--- src/rtl/mult_arbiter.sv ---
// Purpose : round-robin arbiter sharing one external shift-add multiplier among N_REQ requesters.
// Latency : accept -> rsp_valid = 2 cycles (LOAD + first RUN) plus multiplier run time; one transaction in flight.
// Backpr. : req_ready is low while busy; the response is held until rsp_ready, and requesters hold req_valid to wait.
//
// Ports   : clk, rst (sync, active-low)
//           req_valid/req_b/req_q/req_ready  packed requester interface, requester i at [i*W +: W]
//           mul_rst/mul_b/mul_q/mul_result/mul_d_end  multiplier datapath handshake
//           rsp_valid/rsp_ready/rsp_id/rsp_result/rsp_err  response channel
//           busy  high whenever the FSM is not in IDLE
// Option  : define MULT_ARB_TIMEOUT_EN to add a RUN watchdog of TIMEOUT_CYCLES cycles (rsp_err=1 on expiry).
module mult_arbiter #(
  parameter int N_REQ          = 4,
  parameter int W              = 8,
  parameter int TIMEOUT_CYCLES = 32
) (
  input  logic                       clk,
  input  logic                       rst,
  input  logic [N_REQ-1:0]           req_valid,
  input  logic [N_REQ*W-1:0]         req_b,
  input  logic [N_REQ*W-1:0]         req_q,
  output logic [N_REQ-1:0]           req_ready,
  output logic                       mul_rst,
  output logic [W-1:0]               mul_b,
  output logic [W-1:0]               mul_q,
  input  logic [2*W-1:0]             mul_result,
  input  logic                       mul_d_end,
  output logic                       rsp_valid,
  input  logic                       rsp_ready,
  output logic [$clog2(N_REQ)-1:0]   rsp_id,
  output logic [2*W-1:0]             rsp_result,
  output logic                       rsp_err,
  output logic                       busy
);

  localparam int IDW = $clog2(N_REQ);

  typedef enum logic [1:0] {IDLE, LOAD, RUN, RESP} state_t;

  state_t         state, state_nxt;
  logic [IDW-1:0] rr_ptr;
  logic [IDW-1:0] grant_idx;
  logic           grant_any;
  logic           accept;
  logic           run_first;
  logic           done_take;
  logic           timeout_hit;

  // First requesting index at or after rr_ptr, wrapping around.
  always_comb begin
    int             idx;
    logic [IDW-1:0] idx_v;
    grant_any = 1'b0;
    grant_idx = '0;
    idx       = 0;
    idx_v     = '0;
    for (int k = 0; k < N_REQ; k++) begin
      idx = int'(rr_ptr) + k;
      if (idx >= N_REQ) idx = idx - N_REQ;
      idx_v = idx[IDW-1:0];
      if (!grant_any && req_valid[idx_v]) begin
        grant_any = 1'b1;
        grant_idx = idx_v;
      end
    end
  end

  // Gated with rst so nothing looks accepted while reset is being applied.
  assign accept    = (state == IDLE) && grant_any && rst;
  assign req_ready = accept ? ({{(N_REQ-1){1'b0}}, 1'b1} << grant_idx) : '0;

  // mul_d_end in the first RUN cycle may be left over from the previous job.
  assign done_take = (state == RUN) && !run_first && mul_d_end;

  assign busy      = (state != IDLE);
  assign rsp_valid = (state == RESP);
  assign mul_rst   = (state != RUN);

`ifdef MULT_ARB_TIMEOUT_EN
  localparam int TW = $clog2(TIMEOUT_CYCLES + 1);

  logic [TW-1:0] run_cnt;
  logic          err_q;

  // run_cnt is 0 in the first RUN cycle, so expiry lands on the TIMEOUT_CYCLES-th RUN cycle.
  assign timeout_hit = (state == RUN) && !done_take && (run_cnt == TW'(TIMEOUT_CYCLES - 1));
  assign rsp_err     = err_q;

  always_ff @(posedge clk) begin
    if (!rst) begin
      run_cnt <= '0;
      err_q   <= 1'b0;
    end else begin
      if (state == LOAD)     run_cnt <= '0;
      else if (state == RUN) run_cnt <= run_cnt + 1'b1;
      if (accept)            err_q <= 1'b0;
      else if (timeout_hit)  err_q <= 1'b1;
    end
  end
`else
  logic unused_timeout_cfg;
  assign unused_timeout_cfg = (TIMEOUT_CYCLES > 0);
  assign timeout_hit        = 1'b0;
  assign rsp_err            = 1'b0;
`endif

  always_comb begin
    state_nxt = state;
    case (state)
      IDLE:    if (grant_any) state_nxt = LOAD;
      LOAD:    state_nxt = RUN;
      RUN:     if (done_take || timeout_hit) state_nxt = RESP;
      RESP:    if (rsp_ready) state_nxt = IDLE;
      default: state_nxt = IDLE;
    endcase
  end

  always_ff @(posedge clk) begin
    if (!rst) begin
      state      <= IDLE;
      rr_ptr     <= '0;
      mul_b      <= '0;
      mul_q      <= '0;
      rsp_id     <= '0;
      rsp_result <= '0;
      run_first  <= 1'b0;
    end else begin
      state     <= state_nxt;
      run_first <= (state == LOAD);
      if (accept) begin
        mul_b  <= req_b[grant_idx*W +: W];
        mul_q  <= req_q[grant_idx*W +: W];
        rsp_id <= grant_idx;
        rr_ptr <= (int'(grant_idx) == N_REQ - 1) ? '0 : grant_idx + 1'b1;
      end
      if (done_take)        rsp_result <= mul_result;
      else if (timeout_hit) rsp_result <= '0;
    end
  end

endmodule

--- config.mk ---
export PLATFORM = sky130hd
export DESIGN_NAME = mult_arbiter
export DESIGN_NICKNAME = d
export VERILOG_FILES = /design/src/rtl/mult_arbiter.sv
export SDC_FILE = /design/constraint.sdc
export NUM_CORES = 1
export LEC_CHECK = 0
export ABC_AREA = 1
export BUFFER_PORTS_ARGS = -buffer_cell sky130_fd_sc_hd__buf_2
export CORE_MARGIN = 8
export CORE_UTILIZATION = 49
export CTS_CLUSTER_DIAMETER = 60
export DETAILED_ROUTE_END_ITERATION = 8
export HOLD_SLACK_MARGIN = 0.03
export PLACE_DENSITY = 0.87
export SLEW_MARGIN = 10
export SYNTH_ARGS = -nofsm -noshare
export SYNTH_HDL_FRONTEND = slang
export SYNTH_SLANG_ARGS = --single-unit
--- constraint.sdc ---
create_clock -name clk -period 4.8 [get_ports clk]
set_input_delay 0.96 -clock clk [delete_from_list [all_inputs] [get_ports clk]]
set_output_delay 0.96 -clock clk [all_outputs]
set_load 0.005 [all_outputs]
==> flow_metrics.py <==
metrics = {
    "final_layout": {
        "layoutNonFillerInstCount": 594,
        "layout.nets": 618,
        "insertedDiodeCount": 0,
        "layout-drive-gt1-share_pct": 28.3,
        "seq_area_um2": 781,
        "fillers": 425,
        "multiInputGateArea_mm2": 0.00127,
        "syn_to_final_growth_pct": 32.4,
    },
    "cts": {
        "hold_buffers": 0,
        "cts_buffers": 5,
        "cts_tree": "done",
        "clock_latency_ns": 0.30,
        "post_cts_resized": 0,
        "cts_sinks": 39,
        "clockRootBuffer": "clkbuf_8",
        "path_clk_slew_ns": 0.08,
        "clk_path_buf_depth": 2,
        "cts_max_level": 2,
        "postCtsSetupRepairBufs": 0,
    },
    "synthesis": {
        "synthesis.nets": 498,
        "yosysTopAreaCell": "dfxtp_1",
        "synth-seq-area-share_pct": 32.4,
        "synth_edf_count": 0,
        "syn-mean-instance-area_um2": 5.93,
        "synth_cells": 406,
        "synth_most_common_cell": "nand2_1",
        "synth.top_cells.by_area": "dfxtp_1, nand2_1, nand3_1, inv_1, nor2_1",
        "synth_ff_type": "dfxtp_1",
        "yosys_warnings": 0,
        "synth.distinct_cells": 25,
        "ys_seq_elements": 39,
        "syn_area_mm2": 0.00241,
        "yosysTopAreaCellShare_pct": 32.4,
        "synthArstFlopShare_pct": 0,
        "synth_common_cells": "nand2_1, nand3_1, inv_1",
    },
    "sta": {
        "finalSetupTns_ns": 0,
        "relSlewSlack_pct": 49.3,
        "fmax_ghz": 0.253,
        "setup_viol": 0,
        "fin_skew_ns": 0.00596,
        "drv_slew": 0,
        "fin_crit_sh_pct": 82.2,
        "rsz0062_at_grt": "no",
        "period_minus_slack_ns": 3.94,
        "tightest_slew_ns": 0.759,
        "hold_slack_ns": 0.449,
        "finalHoldViolCount": 0,
    },
    "routing": {
        "antenna_left": 0,
        "drtIter0Drc": 112,
        "drt-vias-per-instance": 4.94,
        "finalWirelength_mm": 7.41,
        "drc": 0,
        "vias": 2937,
        "dr.pass1.iters": 4,
        "wl_per_cell_um": 12.5,
    },
    "grt": {
        "antenna_found_initial": 0,
        "grt_usage_pct": 19.7,
        "grt_overflow": 0,
        "grt_first_pass_wirelength_mm": 12.1,
        "grt_pass1_vias": 2952,
        "grt_max_degree": 26,
    },
    "floorplan": {
        "num_rows": 25,
        "die-height_um": 86.1,
        "dieArea_mm2": 0.00741,
        "core_mm2": 0.00472,
        "initial_core_util_pct": 50.9,
        "die_w_um": 86.1,
        "io_pins": 130,
    },
    "setup_path": {
        "critPathKind": "primary input to output port",
        "cp.required_ns": 3.84,
        "arrival_ns": 2.98,
        "start_kind": "primary input",
        "r2r_setup_slack_ns": 1.93,
        "end_kind": "output port",
        "crit_fanout": 25,
    },
    "placed_design": {
        "place_inst": 586,
        "dp_hpwl_mm": 5.78,
        "gp_congestion": 0.830,
        "io_buffers": 128,
    },
    "status": {
        "outcome": "completed",
    },
    "power": {
        "ir_worst_vdd_v": 0.000403,
        "powerDensity_mw_per_mm2": 617,
        "p_leak_nw": 2.00,
        "p_total_w": 0.00196,
    },
    "flow_run": {
        "max_cap_violations": 0,
    },
    "worst_hold_path": {
        "hp-class": "register to register",
    },
}
[flip-flops by register name, indices dropped and copies added (netlist names)]
name,count
mul_q,8
mul_b,8
rsp_id,2
rsp_result,16
run_first,1
state,2
rr_ptr,2
[power breakdown]
part / total [W] / switching, W / internal (W)
clock: 0.000330 / 0.000122 / 0.000207
combinational: 0.00116 / 0.000755 / 0.000405
sequential: 0.000475 / 0.0000584 / 0.000417
[layout by cell type (no fill, tap or decap)]
master and n:
nand2_1 126, nor2_4 1, nand3b_1 1, ha_1 4, buf_2 128, nand4_1 1
a21oi_1 2, nand3_1 75, o211a_1 1, o21ai_1 1, or2_0 4, clkinvlp_4 1
buf_4 3, clkbuf_8 5, dfxtp_1 39, nand2_4 1, o21ai_0 19, nand3_2 1
clkinv_1 1, nor2_1 40, inv_1 62, conb_1 1, a22oi_1 1, nand2_2 3
inv_2 4, bufinv_16 2
[final timing paths]
check,startpoint,to,cells after the start
worst max-delay path,req_valid[3],req_ready[1],12
worst min-delay path,mul_b[6],mul_b[6],2
worst max register to register,rr_ptr[0],mul_q[2],14
worst min register to register,mul_b[6],mul_b[6],2
[area by class of cell]
type                            instances  share of cell area, %
Clock inverter                          3                   2.12
Sequential cell                        39                   24.5
Multi-Input combinational cell        282                   39.9
Timing Repair Buffer                  131                   20.8
Clock buffer                            5                   2.16
Inverter                               67                   7.89
Tap cell                               67                   2.63
[per-layer routing]
layer  vias up  routed length, um  track usage (%)
met3        22                867             9.65
met5         -                  0                0
met4         0                183             7.64
met1      1295               2830             18.5
met2       138               3530             35.9
li1       1482                  -                -
[stage by stage]
stage	util, %	setup slack, ns	cell area (um^2)
after floorplan	-	1.83	2410
after global placement	64.6	0.981	3050
after detailed placement	64.6	0.886	3050
after CTS	67.4	0.871	3190
after global routing	67.4	0.558	3190
final	67.4	0.855	3190
[cells by family (layout without fill, tap and decap cells)]
| kind of cell | count (synthesis) | after routing | share of synthesized area (%) |
|---|---|---|---|
| flip-flops | 39 | 39 | 32.4 |
| adder cells (fa/ha/maj) | 4 | 4 | 2.08 |
| buffers and inverters | 85 | 206 | 14.8 |
| AND/OR/NAND/NOR | 253 | 253 | 45.2 |
| AO/OA/AOI/OAI | 24 | 24 | 5.30 |
| other | 1 | 1 | 0.156 |
[worst max-delay path, stage by stage]
cell and delay [ns]:
buf_2 0.11, inv_1 0.06, nand2_1 0.07, nand3_1 0.16
nand2_2 0.11, a21oi_1 0.13, nand2_1 0.45, nand2_2 0.47
inv_1 0.15, nand3_1 0.13, inv_1 0.06, buf_2 0.12
(Power assumes the default switching activity.)
